<file path="config.mk">
export PLATFORM = sky130hd
export DESIGN_NAME = irq_encoder_4to2
export DESIGN_NICKNAME = d
export VERILOG_FILES = /design/src/rtl/irq_encoder_4to2.sv
export SDC_FILE = /design/constraint.sdc
export NUM_CORES = 1
export LEC_CHECK = 0
export CAP_MARGIN = 20
export CELL_PAD_IN_SITES_DETAIL_PLACEMENT = 0
export CELL_PAD_IN_SITES_GLOBAL_PLACEMENT = 2
export CORE_UTILIZATION = 22
export CTS_BUF_LIST = sky130_fd_sc_hd__clkbuf_16
export DETAILED_ROUTE_END_ITERATION = 6
export PLACE_DENSITY = 0.76
export REMOVE_ABC_BUFFERS = 1
export SYNTH_ARGS = -nofsm -noshare
export SYNTH_HDL_FRONTEND = slang
export SYNTH_SLANG_ARGS = --single-unit
</file>
<file path="constraint.sdc">
create_clock -name CLK -period 1.4 [get_ports CLK]
set_input_delay 0.42 -clock CLK [delete_from_list [all_inputs] [get_ports CLK]]
set_output_delay 0.42 -clock CLK [all_outputs]
set_load 0.01 [all_outputs]
</file>
<file path="src/rtl/irq_encoder_4to2.sv">
// ============================================================================
// Module      : irq_encoder_4to2
// Description : Registered 4-to-2 priority encoder with sticky pending
//               requests and an ACK handshake. Define IRQ_ENC_ROUND_ROBIN_EN
//               for rotating priority; default is fixed priority 3>2>1>0.
// Revision    : 1.0 - initial release
// ============================================================================
`default_nettype none

module irq_encoder_4to2 (
    input  logic       CLK,
    input  logic       RESET,
    input  logic       EI_L,
    input  logic [3:0] I_L,
    input  logic       ACK,
    output logic       A,
    output logic       B,
    output logic       GS_L,
    output logic       EO_L,
    output logic [3:0] PEND
);

    localparam logic [0:0] ST_IDLE  = 1'b0;
    localparam logic [0:0] ST_GRANT = 1'b1;

    logic [0:0] r_state;
    logic [3:0] r_pend;
    logic [1:0] r_idx;
    logic       r_gs_l;
    logic       r_eo_l;

    logic [0:0] w_state_nxt;
    logic [3:0] w_pend_nxt;
    logic [1:0] w_idx_nxt;
    logic       w_gs_l_nxt;
    logic [3:0] w_req;
    logic [3:0] w_clr;
    logic [1:0] w_win;

    assign w_req = EI_L ? 4'b0000 : ~I_L;

`ifdef IRQ_ENC_ROUND_ROBIN_EN
    logic [1:0] r_last;

    // Descending search starting just below the last granted index.
    always_comb begin
        logic       v_found;
        logic [1:0] v_cand;
        w_win   = 2'd0;
        v_found = 1'b0;
        v_cand  = 2'd0;
        for (int i = 1; i <= 4; i++) begin
            v_cand = r_last - 2'(i);
            if (!v_found && r_pend[v_cand]) begin
                w_win   = v_cand;
                v_found = 1'b1;
            end
        end
    end

    always_ff @(posedge CLK) begin
        if (RESET) begin
            r_last <= 2'd0;
        end else if (r_state == ST_GRANT && ACK) begin
            r_last <= r_idx;
        end
    end
`else
    always_comb begin
        w_win = 2'd0;
        if (r_pend[3])      w_win = 2'd3;
        else if (r_pend[2]) w_win = 2'd2;
        else if (r_pend[1]) w_win = 2'd1;
        else                w_win = 2'd0;
    end
`endif

    always_comb begin
        w_state_nxt = r_state;
        w_idx_nxt   = r_idx;
        w_gs_l_nxt  = r_gs_l;
        w_clr       = 4'b0000;
        case (r_state)
            ST_IDLE: begin
                if (r_pend != 4'b0000) begin
                    w_idx_nxt   = w_win;
                    w_gs_l_nxt  = 1'b0;
                    w_state_nxt = ST_GRANT;
                end
            end
            ST_GRANT: begin
                if (ACK) begin
                    w_clr       = 4'b0001 << r_idx;
                    w_idx_nxt   = 2'd0;
                    w_gs_l_nxt  = 1'b1;
                    w_state_nxt = ST_IDLE;
                end
            end
            default: w_state_nxt = ST_IDLE;
        endcase
        // A request arriving with its own clear keeps the bit set.
        w_pend_nxt = (r_pend & ~w_clr) | w_req;
    end

    always_ff @(posedge CLK) begin
        if (RESET) begin
            r_state <= ST_IDLE;
            r_pend  <= 4'b0000;
            r_idx   <= 2'd0;
            r_gs_l  <= 1'b1;
            r_eo_l  <= 1'b1;
        end else begin
            r_state <= w_state_nxt;
            r_pend  <= w_pend_nxt;
            r_idx   <= w_idx_nxt;
            r_gs_l  <= w_gs_l_nxt;
            r_eo_l  <= ~(w_state_nxt == ST_IDLE && w_pend_nxt == 4'b0000 && !EI_L);
        end
    end

    assign A    = r_idx[0];
    assign B    = r_idx[1];
    assign GS_L = r_gs_l;
    assign EO_L = r_eo_l;
    assign PEND = r_pend;

endmodule

`default_nettype wire

</file>
==> run metrics <==
outcome=completed; Crit path arrival time=0.94 ns; Ys Warns=0; Fill cells=202; H-tree levels=1; CTS Hold Bufs=0; Final setup viols=0; Most used DFF post-synth=dfxtp_1; clk slew on worst S/H paths=0.04 ns; Post-Synthesis Cells=48; Slowest-stage cell, CP=dfxtp_1; top post-synthesis cells by count=dfxtp_1, nor2_1, a21oi_1; Num CTS Buffers=3; Seq cells post-synth=9; Syn Area/Cell=8.50 µm²; CP startpoint kind=flop; clock latency on the worst-skew pair=0.23 ns; post-CTS setup buffer count=0; Die Footprint=0.00203 mm²; total of max-cap violations=0; ant diodes=0; Worst Tran Pin Value=0.376 ns; Mapped Area=408 µm²; Async SR Flop Fraction=0%; Slew Viols, Final=0; CTS sink count=9; Worst setup startpoint=PEND[3]; Reg-to-Reg Start=PEND[3]; Hold Violations, Final=0; Critical Path RT=0.98 ns; Remaining Overflow, GRT=0; vias in the first global route=414; post-route cell area=721 µm²; hold_ws=0.513 ns; CP endpoint kind=output port; antenna violations before repair=0; Starting Density=23.6%; layout cells sized above 1=27.0%; CP max stage delay=0.41 ns; final setup TNS=0 ns; Final Util=41.7%; Slew headroom=74.3%; Clock Path Buffers=2; initial drt markers=11; root buffer cell=clkbuf_16; Final Cycle Share=96.8%; post-synth top area cell=dfxtp_1; area added between synthesis and finish=76.7%; Max VDD drop=0.000451 V; worst-path maximum fanout=5; Worst Path Buf+Inv=1; IO Port Bufs=15; Placed Instance Area=642 µm²; Final Critical Period=1.36 ns; min-delay worst type=reg2reg; first-pass GRT wire length=1660 µm; drt drc=0; Leakage=0.000317 µW; FP Rows=15; Area contributors post-synth=dfxtp_1, nor2_1, a21oi_1; CP cell instances=dlygate4sd2_1; Avg Vias per Cell=4.44; EDFF count, synth=0; post-route ant nets=0; max frequency=738 MHz; RD Place Congestion=0.766; via count=440; CTS tree=yes; Post-CTS Resized=9; top cell type's share of synthesized area=44.2%; Hold Startpoint=GS_L; worst clock skew=0.000900 ns; drt wl/cell=10.4 µm; Die Y=45.1 µm; sequential share of the synthesized area=44.2%; Core ar.=0.00173 mm²; RSZ-0062 raised after global routing=false; Final nets=83; overall power=970 µW; I/O pin total=16; P per Cell Area=1350 mW/mm²; Tot GR Track Use=11.7%; CP Class=reg2out; die span in x=45.1 µm; crit-path leading delay family=flip-flops; drt pass-1 iters=4; post-DP HPWL=790 µm; Distinct cells, synth=21; Total Wirelength=1030 µm; largest net degree at the start of global routing=8
[path summary, 6_finish.rpt]
path                  end  slack, ns  depth (start not counted)
setup / recovery  PEND[3]       0.04                          1
hold / removal       GS_L       0.51                          2
setup reg to reg     EO_L       0.10                          4
hold reg to reg      GS_L       0.51                          2
[cells by family (layout without fill, tap and decap cells)]
family / count (synthesis) / after routing / share of synthesized area (%)
AOI/OAI and AO/OA: 15 / 15 / 23.3
buffers and inverters: 5 / 31 / 6.44
DFF: 9 / 9 / 44.2
and+or+nand+nor: 19 / 19 / 26.1
[area by class of cell]
class	instances	area, µm²	area share (%)
tap	25	31.3	4.34
clock buffer	3	75.1	10.4
inverter	3	11.3	1.56
sequential	9	181	25.2
clock inverter	1	3.75	0.521
multi-input combinational	34	213	29.5
timing repair buffer	24	205	28.5
[layout by cell type (no fill, tap or decap), types with 2 or more instances in the layout]
| master | Yosys | routed |
|---|---|---|
| clkdlybuf4s50_1 | 0 | 5 |
| nor3b_1 | 2 | 2 |
| dfxtp_1 | 9 | 8 |
| dlygate4sd2_1 | 0 | 8 |
| o21ai_0 | 3 | 3 |
| inv_1 | 3 | 4 |
| nor2_1 | 9 | 9 |
| buf_4 | 0 | 9 |
| a21oi_1 | 5 | 5 |
| or2_2 | 2 | 2 |
| o31a_1 | 2 | 2 |
| clkbuf_16 | 0 | 3 |
[metrics by stage]
step,std cells,worst slack (ns)
2_1_floorplan,46,0.127
3_3_place_gp,95,-0.425
3_5_place_dp,95,-0.425
4_1_cts,99,0.0596
5_1_grt,99,0.0242
6_report,99,0.0443
[sequential cells by signal, indices dropped and copies added, names as in the netlist]
signal and cells:
EO_L 1, GS_L 1, PEND 4, r_idx 2
r_state 1
[per-layer routing]
layer | vias to the layer above | routed length, µm | GRT usage [%]
li1 | 222 | - | -
met1 | 193 | 492 | 13.7
met2 | 25 | 476 | 18.6
met3 | 0 | 64 | 4.80
met4 | 0 | 0 | 5.45
met5 | - | 0 | 0
[power breakdown]
part	switching [µW]	leakage [µW]	internal [µW]
Sequential	21.8	0.0000748	283
Clock	116	0.0000423	372
Combinational	79.7	0.000200	97.8
Total	217	0.000317	753
(Power assumes the default switching activity.)
